## src/rtl/vio_route_latch_pkg.sv

```systemverilog
// Shared constants and per-region route FSM state for the vFPGA route latch.
package vio_route_latch_pkg;

  localparam int N_REGIONS  = 8;
  localparam int ROUTE_BITS = 14;
  localparam int CNT_BITS   = 16;

  typedef enum logic {
    IDLE   = 1'b0,
    IN_PKT = 1'b1
  } route_state_t;

endpackage

```

## src/rtl/vio_route_latch_slot.sv

```systemverilog
// One region: shadow/active route registers applied only at packet boundaries,
// packet FSM, packet counter and sticky unrouted-traffic flag.
module vio_route_latch_slot
  import vio_route_latch_pkg::*;
#(
  parameter int RB = ROUTE_BITS,
  parameter int CB = CNT_BITS
) (
  input  logic          aclk,
  input  logic          aresetn,
  input  logic          cfg_valid,
  input  logic [RB-1:0] cfg_route,
  input  logic          cfg_clear,
  input  logic          s_tvalid,
  input  logic          s_tready,
  input  logic          s_tlast,
  output logic [RB-1:0] route_out,
  output logic          route_vld,
  output logic          busy,
  output logic [CB-1:0] pkt_cnt,
  output logic          unrouted_err
);

  route_state_t  state_reg, state_next;
  logic [RB-1:0] route_act_reg, route_pend_reg;
  logic          act_vld_reg, pend_reg, pend_clr_reg, err_reg;
  logic [CB-1:0] cnt_reg;
  logic          beat, pkt_done, apply_win;

  always_comb begin
    state_next = state_reg;
    beat       = s_tvalid & s_tready & act_vld_reg;
    pkt_done   = beat & s_tlast;
    // Holding tvalid high closes the window so TDEST never moves under a waiting beat.
    apply_win  = (state_reg == IDLE) & ~s_tvalid;
    case (state_reg)
      IDLE:    if (beat && !s_tlast) state_next = IN_PKT;
      IN_PKT:  if (beat && s_tlast)  state_next = IDLE;
      default: state_next = IDLE;
    endcase
  end

  always_ff @(posedge aclk or negedge aresetn) begin
    if (!aresetn) begin
      state_reg <= IDLE;
    end else begin
      state_reg <= state_next;
    end
  end

  always_ff @(posedge aclk or negedge aresetn) begin
    if (!aresetn) begin
      route_act_reg  <= '0;
      route_pend_reg <= '0;
      act_vld_reg    <= 1'b0;
      pend_reg       <= 1'b0;
      pend_clr_reg   <= 1'b0;
      err_reg        <= 1'b0;
      cnt_reg        <= '0;
    end else begin
      if (pkt_done) cnt_reg <= cnt_reg + CB'(1);

      if (apply_win && pend_reg) begin
        route_act_reg <= route_pend_reg;
        act_vld_reg   <= 1'b1;
      end else if (apply_win && pend_clr_reg) begin
        act_vld_reg   <= 1'b0;
      end

      // A write landing in the apply cycle re-arms pend for the next window.
      if (cfg_valid) begin
        route_pend_reg <= cfg_route;
        pend_reg       <= 1'b1;
        pend_clr_reg   <= 1'b0;
      end else if (cfg_clear) begin
        pend_clr_reg   <= 1'b1;
        pend_reg       <= 1'b0;
      end else if (apply_win) begin
        pend_reg       <= 1'b0;
        pend_clr_reg   <= 1'b0;
      end

      if (s_tvalid && !act_vld_reg) err_reg <= 1'b1;
      else if (cfg_valid)           err_reg <= 1'b0;
    end
  end

  assign route_out    = route_act_reg;
  assign route_vld    = act_vld_reg;
  assign busy         = (state_reg == IN_PKT) | pend_reg | pend_clr_reg;
  assign pkt_cnt      = cnt_reg;
  assign unrouted_err = err_reg;

endmodule

```

## src/rtl/vio_route_latch.sv

```systemverilog
// Per-region TDEST controller for the vFPGA stream switch; one slot per DTU sink.
module vio_route_latch
  import vio_route_latch_pkg::*;
#(
  parameter int N_ID = N_REGIONS,
  parameter int RB   = ROUTE_BITS,
  parameter int CB   = CNT_BITS
) (
  input  logic                     aclk,
  input  logic                     aresetn,
  input  logic [N_ID-1:0]          cfg_valid,
  input  logic [N_ID-1:0][RB-1:0]  cfg_route,
  input  logic [N_ID-1:0]          cfg_clear,
  input  logic [N_ID-1:0]          s_tvalid,
  input  logic [N_ID-1:0]          s_tready,
  input  logic [N_ID-1:0]          s_tlast,
  output logic [N_ID-1:0][RB-1:0]  route_out,
  output logic [N_ID-1:0]          route_vld,
  output logic [N_ID-1:0]          busy,
  output logic [N_ID-1:0][CB-1:0]  pkt_cnt,
  output logic [N_ID-1:0]          unrouted_err
);

  for (genvar gi = 0; gi < N_ID; gi++) begin : g_slot
    vio_route_latch_slot #(
      .RB(RB),
      .CB(CB)
    ) u_slot (
      .aclk         (aclk),
      .aresetn      (aresetn),
      .cfg_valid    (cfg_valid[gi]),
      .cfg_route    (cfg_route[gi]),
      .cfg_clear    (cfg_clear[gi]),
      .s_tvalid     (s_tvalid[gi]),
      .s_tready     (s_tready[gi]),
      .s_tlast      (s_tlast[gi]),
      .route_out    (route_out[gi]),
      .route_vld    (route_vld[gi]),
      .busy         (busy[gi]),
      .pkt_cnt      (pkt_cnt[gi]),
      .unrouted_err (unrouted_err[gi])
    );
  end

endmodule
```

## config.mk

```make
export PLATFORM = sky130hd
export DESIGN_NAME = vio_route_latch
export DESIGN_NICKNAME = d
export VERILOG_FILES = /design/src/rtl/vio_route_latch_pkg.sv /design/src/rtl/vio_route_latch_slot.sv /design/src/rtl/vio_route_latch.sv
export SDC_FILE = /design/constraint.sdc
export NUM_CORES = 1
export LEC_CHECK = 0
export CORE_ASPECT_RATIO = 1.25
export CORE_MARGIN = 2
export CORE_UTILIZATION = 44
export DETAILED_ROUTE_END_ITERATION = 12
export PLACE_DENSITY = 0.8
export SLEW_MARGIN = 20
export SYNTH_ARGS = -nofsm -noshare
export SYNTH_HDL_FRONTEND = slang
export SYNTH_HIERARCHICAL = 1
export SYNTH_SLANG_ARGS = --single-unit
```

## constraint.sdc

```tcl
create_clock -name aclk -period 1.5 [get_ports aclk]
set_clock_uncertainty 0.05 [all_clocks]
set_input_delay 0.15 -clock aclk [delete_from_list [all_inputs] [get_ports aclk]]
set_output_delay 0.15 -clock aclk [all_outputs]
set_load 0.01 [all_outputs]
```

== After elaboration in Yosys (flattened, before gate mapping) ==
Index checks and enable logic that the tools add are counted.

* Output and inout port bits: 264
* Memories: 0
* Bits in latches: 0
* Word-level logic and storage cells: 312
* Input bits: 154
* Memory bits (read-only): 0
* RAM bits: 0
* Register bits after elaboration: 392

* Bitwise operators: 64
* Multipliers: 0
* Order comparisons: 0
* Mux-type cells: 96
* Div/mod/pow operators: 0
* Shift operators: 0
* Equality and inequality tests: 0
* $add $sub $neg: 8
* Reduce and logical (&&, ||, !) cells: 80

{| class="wikitable"
|+ Operators by type and width
! kind !! number
|-
| 16-bit by 1-bit adder with 16-bit output, second input constant || 8
|-
| 1-bit 2-to-1 mux || 88
|-
| 1-bit logical AND || 40
|-
| 1-bit AND || 32
|-
| 2-bit nonzero test || 16
|-
| 3-bit nonzero test || 8
|-
| 1-bit logical NOT || 16
|-
| 1-bit inverter || 16
|-
| 1-bit bitwise OR || 16
|-
| 1-bit one-hot mux with 2 select lines || 8
|}

== Logic depth before layout (Yosys ltp) ==
Gate-level depths: netlist of run 1.

* Depth in word-level cells: 5
* Mapped depth: 5
* Gate-level depth less buffers: 5

== Hierarchy ==
Netlist of run 1, hierarchy kept.

{| class="wikitable"
|+ Modules (own cells, without submodules)
! module !! sequential area each (um2) !! times used !! cells an instance !! area each (um2)
|-
| vio_route_latch_slot (g_slot[0].u_slot ...) || 1226.2 || 7 || 141 || 1989.4
|-
| vio_route_latch_slot (g_slot[7].u_slot) || 1226.2 || 1 || 141 || 1991.9
|}

== Least setup slack after synthesis of run 1 ==
Ideal clock, no wire load.

* Path type: reg-to-reg
* Start point: register g_slot[7].u_slot.cnt_reg[0]
* End point: register g_slot[7].u_slot.cnt_reg[12]
* Path buffers: 0
* Library setup time: 126 ps
* Stages on the path, launching flop included: 6
* Data required time: 1324 ps
* Arrival: 1284 ps
* Slack: 40 ps
* Clock period less this slack: 1460 ps
* Cells stage by stage: dfrtp_1 > ha_1 > nand3_1 > nor4_4 > nand3_1 > xnor2_1

* Longest elaborated chain between the ends: 1

{| class="wikitable"
|+ RTL lines
! item !! line !! text
|-
| from (decl) || vio_route_latch_slot.sv:27 || <nowiki>logic [CB-1:0] cnt_reg;</nowiki>
|-
| from (signal assigned) || vio_route_latch_slot.sv:61 || <nowiki>if (pkt_done) cnt_reg <= cnt_reg + CB'(1);</nowiki>
|-
| 16-bit by 1-bit adder with 16-bit output || vio_route_latch_slot.sv:61 ||
|}

Every way passes these cells.
A chain may end at the register's enable or synchronous reset.

==> reports/metrics.csv, run 1 <==
metric;value;unit
Final nets;1959;
Via density;5.14;
cell taking the most area after synthesis;dfrtp_1;
ys flop type;dfrtp_1;
die width;174;µm
warnings from Yosys;6;
fin. max-slew vios;0;
clk_lat worst skew;540;ps
drt drc;0;
critical path cell sequence;or3_4 -> buf_6;
most frequent cells in the layout;367 x dfrtp_1, 213 x mux2_2, 199 x buf_4, 181 x dlygate4sd2_1, 152 x clkdlybuf4s50_1;
# clock sinks;392;
Core Area;35600;µm²
failing checks;setup timing;
routability-driven placement congestion ratio;0.850;
peak supply drop;1.32;mV
port bufs;417;
antenna-violating nets left;0;
sequential share of the synthesized area;0.616;
met1 Resource Use GR;0.246;
# fillers;2439;
Area Overhead vs Synth;51.1;%
post-synthesis register bit count;392;
GR met3 Demand/Resource;0.0489;
clock-pin slew on the worst setup and hold paths;60;ps
Tcrit/Tclk final;1.11;
TritonCTS clock tree;built;
GR Util met2;0.422;
Relative slew margins;0.749;
Max-Cap Viols;0;
Die Y;217;µm
Mapped Nets;1290;
number of global-route vias before repair;12682;
max FFs per register;128;
Syn Inst Count;1128;
clk buf depth;3;
Tot GR Track Use;0.225;
initial core utilization;0.448;
largest net degree at the start of global routing;65;
Detailed Route WL;45000;µm
fraction of layout cells with a size suffix above 1;0.378;
Mapped Area;15900;µm²
grt total ovfl;0;
Tmin final;1670;ps
CP peak stage delay;410;ps
Hold Path Class;input port to asynchronous set/reset pin;
row count;77;
Util after Layout;0.677;
pwr dens;1530;nW/µm²
Crit-path slowest cell;dfrtp_1;
layer with the highest usage;met2;
total CTS buffers;40;
Syn Area/Cell;14.1;µm²
status;complete, but fails checks;
Final WS setup;-172;ps
DRT Pass-1 Iters;4;
Leak;11.3;nW
first-pass GRT wire length;67800;µm
Final setup viols;33;
vias;11833;
initial antenna violation count;1;
I/O Pins;418;
commonest non-fill, non-tap cell in the layout;dfrtp_1;
RSZ-0062 raised after global routing;yes;
design area;24100;µm²
Placed Area;21600;µm²
wire per inst;19.5;µm
die area;37700;µm²
area fraction of the dominant cell type after synthesis;0.616;
H-tree level count;2;
ys async rst share;1.00;
WP data arrival;1470;ps
DRT iter0 DRCs;424;
CP max FO;2;
crit start category;flip-flop;
hold violation total from the final report;0;
clock root cell;clkbuf_16;
Buf+Inv Stages, Crit Path;1;
Fmax;598;MHz
element type at the critical path end;output pin;
number of synthesized flops with an enable pin;0;
post-DP HPWL;29800;µm
kind of cell adding the most delay to the critical path;flip-flops;
synth top area cells;dfrtp_1 62%, mux2_2 15%, xnor2_1 5.0%;
transition time of the tightest slew-check pin;377;ps
Synth cell types;31;
Crit Path Class;flip-flop to output pin;
Critical Path RT;1300;ps
layer usage:
layer  share of wire  vias to the layer above
met5               0                        -
met1            0.36                     6078
li1                -                     5296
met2            0.55                      345
met4           0.040                        0
met3           0.050                      114
synth_stat cells (10+ instances only):
library cell,number
and4_1,10
buf_6,15
dfrtp_1,392
inv_1,24
mux2_2,217
nand2_1,80
nand3_1,55
nand4_1,25
nor2_1,31
nor3_1,15
nor4_4,15
xnor2_1,90
xor2_1,30
cells by family after synthesis:
| logic type | share of synthesized area |
|---|---|
| and+or+nand+nor | 0.113 |
| DFF | 0.616 |
| buffers and inverters | 0.0214 |
| muxes | 0.158 |
| adders and majority gates | 0.00629 |
| AOI/OAI and AO/OA | 0.0189 |
| xor gates and xnor gates | 0.0660 |
path summary, 6_finish.rpt:
| path | from | end | slack (ps) | cells after the start |
|---|---|---|---|---|
| worst max-delay path | flip-flop | busy[7] | -170 | 2 |
| worst min-delay path | aresetn | g_slot[1].u_slot/route_pend_reg[5] | 40 | 2 |
| worst max register to register | g_slot[4].u_slot/route_vld | g_slot[4].u_slot/pkt_cnt[12] | -90 | 5 |
| worst min register to register | g_slot[6].u_slot/pkt_cnt[15] | g_slot[6].u_slot/pkt_cnt[15] | 420 | 1 |
| max in group asynchronous | aresetn | g_slot[7].u_slot/route_out[9] | 640 | 3 |
| min in group aclk | cfg_clear[3] | g_slot[3].u_slot/pend_clr_reg | 120 | 3 |
through the flow:
step	power [mW]	instances	setup TNS (ps)	hold slack [ps]	worst slack [ps]
3_3_place_gp	25.9	2111	-33510	7.44	-254
4_1_cts	35.9	2244	-1320	38.9	-202
2_1_floorplan	19.2	1128	0	-196	40.0
5_1_grt	38.5	2302	-5700	50.2	-229
3_5_place_dp	26.4	2111	-39700	8.17	-323
6_report	36.9	2302	-1800	37.4	-172
power breakdown:
| group | total, mW | internal, mW | switching (mW) |
|---|---|---|---|
| registers | 14.9 | 13.2 | 1.70 |
| logic | 11.7 | 6.45 | 5.22 |
| clock network | 10.3 | 6.16 | 4.13 |
final cells by class:
| class | instances | area [µm²] | area share |
|---|---|---|---|
| well taps | 474 | 593 | 0.0247 |
| clock buffers | 65 | 1240 | 0.0514 |
| diodes | 1 | 2.50 | 0.000104 |
| repair buffers | 660 | 5990 | 0.249 |
| flip-flops and latches | 392 | 9840 | 0.409 |
| clock inverters | 7 | 121 | 0.00504 |
| inverters | 24 | 90.1 | 0.00374 |
| multi-input cells | 679 | 6190 | 0.257 |
repair_timing:
item / 4_1_cts / 5_1_grt
gates cloned: 0 / 4
hold endpoints to repair: 392 / 0
setup endpoints to repair: 294 / 210
setup buffers: 60 / 56
pin swaps: 10 / 63
hold buffers: 1 / 0
gates resized for setup: 462 / 123
No activity file was read; power rests on OpenSTA's default activity.
==> inputs of run 2 (changes only) <==
clock period = 1.3 ns   (was 1.5 ns; I/O delays follow)
==> reports/metrics.csv, run 2 (same netlist as run 1, synthesis figures left out) <==
metric;value;unit;change
Core Area;35600;µm²;unchanged
combinational cell fraction of total power;0.403;;+0.086
Power Internal;34.9;mW;+35%
largest net degree at the start of global routing;57;;-12%
Final nets;2280;;+16%
overall power;50.2;mW;+36%
vias;13740;;+16%
most frequent cells in the layout;367 x dfrtp_1, 348 x buf_4, 287 x buf_6, 152 x clkdlybuf4s50_1, 151 x buf_2;;
reg-to-reg critical path startpoint;g_slot[4].u_slot/pkt_cnt[1];;
I/O Pins;418;;unchanged
clock root cell;clkbuf_16;;
die width;174;µm;unchanged
Fmax;562;MHz;
WP data arrival;2180;ps;+710 ps
pwr dens;1790;nW/µm²;+17%
Via density;5.23;;+1.8%
Max-Cap Viols;0;;unchanged
row count;77;;unchanged
grt total ovfl;0;;unchanged
hold violation total from the final report;0;;unchanged
RSZ-0062 raised after global routing;yes;;
Final WS setup;-479;ps;-307 ps
max FFs per register;128;;unchanged
routability-driven placement congestion ratio;0.843;;-0.85%
Critical R2R Capture;g_slot[4].u_slot/pkt_cnt[13];;
Tot GR Track Use;0.277;;+0.0517
post-DP HPWL;31500;µm;+6.0%
clk buf depth;3;;unchanged
initial antenna violation count;2;;+1
H-tree level count;2;;unchanged
# clock sinks;392;;unchanged
clk_lat worst skew;540;ps;about the same
Switching Share;0.304;;+0.00401
port bufs;417;;unchanged
wire per inst;22.3;µm;+14%
fraction of layout cells with a size suffix above 1;0.607;;+0.229
crit start category;flip-flop;;
Worst R2R Path Depth;6;;+1
DRT iter0 DRCs;732;;+73%
CP max FO;3;;+1
Detailed Route WL;58500;µm;+30%
number of global-route vias before repair;14888;;+17%
failing checks;setup timing;;
antenna-violating nets left;0;;unchanged
Final setup viols;314;;+850%
reg-to-reg slack, setup;-480;ps;-390 ps
initial core utilization;0.448;;unchanged
element type at the critical path end;flip-flop;;
transition time of the tightest slew-check pin;429;ps;+52.3 ps
Worst Setup EP;g_slot[4].u_slot/pkt_cnt[13];;
Net Switching;15.2;mW;+38%
Hold Path Class;input port to asynchronous set/reset pin;;
clock-pin slew on the worst setup and hold paths;60;ps;about the same
first-pass GRT wire length;82400;µm;+22%
Area Overhead vs Synth;76.1;%;
Critical Path RT;1700;ps;+400 ps
Crit Path Class;flip-flop to flip-flop;;
Sum Neg Setup Slack;-51920;ps;-50110 ps
Relative slew margins;0.712;;-0.0370
Die Y;217;µm;unchanged
commonest non-fill, non-tap cell in the layout;dfrtp_1;;
total CTS buffers;42;;+5.0%
Tmin final;1780;ps;
Tcrit/Tclk final;1.37;;
Util after Layout;0.789;;+0.112
worst setup path start;g_slot[4].u_slot/pkt_cnt[1];;
status;complete, but fails checks;;
TritonCTS clock tree;built;;
Clock Power Share;0.249;;-0.030
Leak;13.7;nW;+21%
DRT Pass-1 Iters;5;;+1
drt drc;0;;unchanged
die area;37700;µm²;unchanged
peak supply drop;1.60;mV;+21%
fin. max-slew vios;0;;unchanged
Reg power frac;0.348;;-0.056
==> run 2: cell count changes in the layout (fill, tap and decap cells not counted), moves of 101 or more <==
cell,previous run,this run
buf_2,29,151
mux2_2,213,112
mux2_4,4,112
buf_4,199,348
buf_6,28,287
dlygate4sd2_1,181,0
==> run 2: power by group through the flow <==
stage	Sequential (mW)	Combinational [mW]	Clock (mW)
global route	17.7	21.1	13.2
global placement	17.3	14.4	0
detailed placement	17.5	14.8	0
CTS	17.2	18.1	12.6
finish	17.5	20.2	12.5
floorplan	18.6	4.57	0
==> run 2: how the worst min path moves through the flow <==
| stage | startpoint | end | slack (ps) | cells past startpoint |
|---|---|---|---|---|
| 6_report | aresetn | g_slot[4].u_slot/pkt_cnt[1] | 3 | 2 |
| 3_3_place_gp | aresetn | g_slot[4].u_slot/pkt_cnt[2] | -60 | 1 |
| 4_1_cts | cfg_clear[5] | g_slot[5].u_slot/pend_clr_reg | 80 | 3 |
| 3_5_place_dp | aresetn | g_slot[4].u_slot/pkt_cnt[2] | -60 | 1 |
| 2_1_floorplan | aresetn | asynchronous set/reset pin | -220 | 0 |
| 5_1_grt | aresetn | g_slot[4].u_slot/pkt_cnt[1] | 3 | 2 |
==> run 2: through the flow <==
step	hold WS (ps)	instance area [µm²]	std cells	setup WS [ps]
final	3.31	28000	2625	-479
after global routing	3.03	28000	2625	-528
after CTS	77.9	26700	2553	-368
after detailed placement	-59.2	22900	2221	-553
after global placement	-59.8	22900	2221	-503
after floorplan	-216	16300	1128	-80.8
==> run 2: cell type report <==
| class | count | area, µm² |
|---|---|---|
| multi-input combinational | 679 | 7090 |
| antenna | 2 | 5.00 |
| timing repair buffer | 979 | 8980 |
| inverter | 24 | 90.1 |
| fill | 1783 | 7510 |
| clock buffer | 58 | 1240 |
| tap | 474 | 593 |
| sequential | 392 | 9840 |
| clock inverter | 17 | 199 |
==> run 2: worst max-delay path, stage by stage, from the launching register on <==
cell,delay (ps)
dfrtp_1,360
buf_6,110
buf_6,90
nand4_1,280
nor4_4,340
nand3_1,210
xnor2_1,240
==> run 2: what timing repair did <==
item	4_1_cts	5_1_grt
setup endpoints to repair	450	380
endpoints found under the hold margin	392	0
cloned	8	0
buffers inserted	248	117
hold buffers	2	0
pin swaps	105	146
resized for setup	1441	225
==> run 2: layer usage <==
layer	track usage	vias up	share of wire
li1	-	5922	-
met3	0.0656	234	0.066
met2	0.509	607	0.53
met5	0	-	0
met4	0.131	0	0.058
met1	0.300	6977	0.35
==> inputs of run 3 (changes only) <==
CORE_UTILIZATION = 49   (was 44)
PLACE_DENSITY = 0.85   (was 0.8)
SYNTH_HIERARCHICAL = not set   (was 1)
clock period = 1.9 ns   (was 1.3 ns; I/O delays follow)
==> reports/metrics.csv, run 3 <==
metric;value;unit;change
status;complete, no violations;;
Max-Cap Viols;0;;unchanged
fraction of layout cells with a size suffix above 1;0.223;;-0.384
sequential share of the synthesized area;0.626;;+0.00989
fin. max-slew vios;0;;unchanged
Critical Path RT;1660;ps;-40 ps
Final setup viols;0;;-100%
pwr dens;1260;nW/µm²;-30%
dpl ws;8.21;ps;+561 ps
DRT iter0 DRCs;697;;-4.8%
commonest non-fill, non-tap cell in the layout;clkdlybuf4s50_1;;
Hold Path Class;input port to asynchronous set/reset pin;;
Leak;9.51;nW;-31%
DRT Pass-1 Iters;5;;unchanged
initial antenna violation count;1;;-1
Die Y;204;µm;-5.9%
crit start category;flip-flop;;
Tot GR Track Use;0.230;;-0.0467
TritonCTS clock tree;built;;
Relative slew margins;0.710;;-0.00235
number of global-route vias before repair;11452;;-23%
grt total ovfl;0;;unchanged
Syn Area/Cell;13.6;µm²;-3.9%
max FFs per register;128;;unchanged
WP data arrival;1600;ps;-580 ps
first-pass GRT wire length;60900;µm;-26%
transition time of the tightest slew-check pin;436;ps;+6.74 ps
clk buf depth;3;;unchanged
row count;73;;-5.2%
Tmin final;1840;ps;
warnings from Yosys;0;;-6
number of synthesized flops with an enable pin;0;;unchanged
wire per inst;18.6;µm;-17%
Sum Neg Setup Slack;0;ps;+51920 ps
cell with the most instances after synthesis;dfrtp_1;;
synth top area cells;dfrtp_1 63%, mux2_2 16%, xnor2_1 4.8%;;
antenna-violating nets left;0;;unchanged
Buf+Inv Stages, Crit Path;1;;-1
Fmax;542;MHz;
post-DP HPWL;27900;µm;-12%
vias;10776;;-22%
# fillers;2118;;+19%
clock root cell;clkbuf_16;;
most frequent cells in the layout;404 x clkdlybuf4s50_1, 392 x dfrtp_1, 225 x mux2_2, 88 x nand2_1, 85 x xnor2_1;;
area fraction of the dominant cell type after synthesis;0.626;;+0.00989
# clock sinks;392;;unchanged
RSZ-0062 raised after global routing;no;;
Final nets;1781;;-22%
most frequent cells after synthesis;392 x dfrtp_1, 225 x mux2_2, 88 x nand2_1, 85 x xnor2_1, 41 x nor2_1;;
Mapped Nets;1317;;+2.1%
Tcrit/Tclk final;0.971;;
Mapped Area;15700;µm²;-1.6%
ys flop type;dfrtp_1;;
routability-driven placement congestion ratio;0.863;;+2.4%
largest net degree at the start of global routing;80;;+40%
Detailed Route WL;38200;µm;-35%
clock-pin slew on the worst setup and hold paths;60;ps;about the same
CP peak stage delay;400;ps;+40 ps
cell taking the most area after synthesis;dfrtp_1;;
critical path cell sequence;or3_4 -> dlygate4sd2_1;;
port bufs;417;;unchanged
H-tree level count;2;;unchanged
Area Overhead vs Synth;40.3;%;
kind of cell adding the most delay to the critical path;simple AND/OR/NAND/NOR gates;;
element type at the critical path end;output pin;;
die area;33400;µm²;-11%
Via density;5.24;;+0.13%
post-synthesis register bit count;392;;unchanged
hold violation total from the final report;0;;unchanged
CP max FO;2;;-1
ys async rst share;1.00;;unchanged
Critical R2R Capture;g_slot[6].u_slot.pkt_cnt[13];;
peak supply drop;1.07;mV;-33%
reg-to-reg critical path startpoint;g_slot[6].u_slot.pkt_cnt[6];;
Util after Layout;0.693;;-0.0954
Crit Path Class;flip-flop to output pin;;
die width;164;µm;-5.9%
drt drc;0;;unchanged
Core Area;31700;µm²;-11%
Final WS setup;55.9;ps;+535 ps
total CTS buffers;41;;-2.4%
initial core utilization;0.494;;+0.0465
Synth cell types;34;;+9.7%
reg-to-reg slack, setup;240;ps;+720 ps
Syn Inst Count;1155;;+2.4%
Worst R2R Path Depth;4;;-2
clk_lat worst skew;530;ps;about the same
I/O Pins;418;;unchanged
Crit-path slowest cell;or3_4;;
[run 3: cell types whose count changed in the layout (fill, tap and decap cells not counted), moves of 28 or more]
| cell | change |
|---|---|
| buf_4 | -302 |
| mux2_2 | +113 |
| nand2_1 | +28 |
| nor2_1 | +31 |
| buf_6 | -287 |
| mux2_4 | -112 |
| buf_2 | -151 |
| clkdlybuf4s50_1 | +252 |
[run 3: cell type report]
type	count	area [µm²]	area share
sequential	392	9810	0.446
multi-input combinational	674	5430	0.247
timing repair buffer	479	4830	0.220
clock buffer	57	1190	0.0540
tap	412	515	0.0235
inverter	31	116	0.00530
clock inverter	10	88.8	0.00404
antenna	1	2.50	0.000114
[run 3: kinds of logic (layout without fill, tap and decap cells)]
logic type	count (synthesis)	after routing	share of synthesized area
muxes	225	225	0.162
buffers and inverters	89	577	0.0280
AOI/OAI and AO/OA	48	48	0.0190
xor gates and xnor gates	120	120	0.0671
other	0	1	0
adders and majority gates	8	8	0.00639
DFF	392	392	0.626
and+or+nand+nor	273	273	0.0917
[run 3: per-layer routing]
layer	vias to the layer above	share of wire	routed length, µm	global-route usage
met2	354	0.52	19900	0.405
met4	0	0.047	1780	0.106
met3	104	0.071	2710	0.0637
met1	5435	0.36	13900	0.259
li1	4883	-	-	-
met5	-	0	0	0
[run 3: worst reg2reg max path: cells and delay by family, from the launching register on]
kind / cells / cell delay (ps)
flops: 1 / 420
xor+xnor: 1 / 160
simple gates: 3 / 950
[run 3: where the power goes]
part	switching [mW]	leakage, nW	total [mW]	internal, mW
logic	3.18	4.05	8.12	4.95
clock network	3.17	0.633	7.64	4.47
registers	1.51	4.83	11.9	10.4
total	7.86	9.51	27.6	19.8
[run 3: per-stage QoR]
stage               instance area, µm²  std cells  hold slack [ps]  power (mW)
floorplan                        15700       1155             -156        15.1
global placement                 20700       1985             41.7        19.8
detailed placement               20700       1985             42.0        20.1
CTS                              22000       2055             66.4        27.9
global route                     22000       2056             88.7        28.9
finish                           22000       2056             78.5        27.6
[run 3: worst max-delay path by stage]
stage | startpoint | end | depth (start not counted)
2_1_floorplan | flip-flop | g_slot[0].u_slot.route_out[10] | 5
3_3_place_gp | s_tvalid[6] | g_slot[6].u_slot.pkt_cnt[13] | 5
3_5_place_dp | s_tvalid[6] | g_slot[6].u_slot.pkt_cnt[15] | 5
4_1_cts | flip-flop | busy[3] | 2
5_1_grt | flip-flop | busy[1] | 2
6_report | flip-flop | busy[4] | 2
[run 3: repair_timing]
item / 4_1_cts / 5_1_grt
gates resized for setup: 13 / 7
setup buffers: 2 / 0
hold buffers: 1 / 0
endpoints found under the setup margin: 9 / 7
endpoints found under the hold margin: 273 / 0
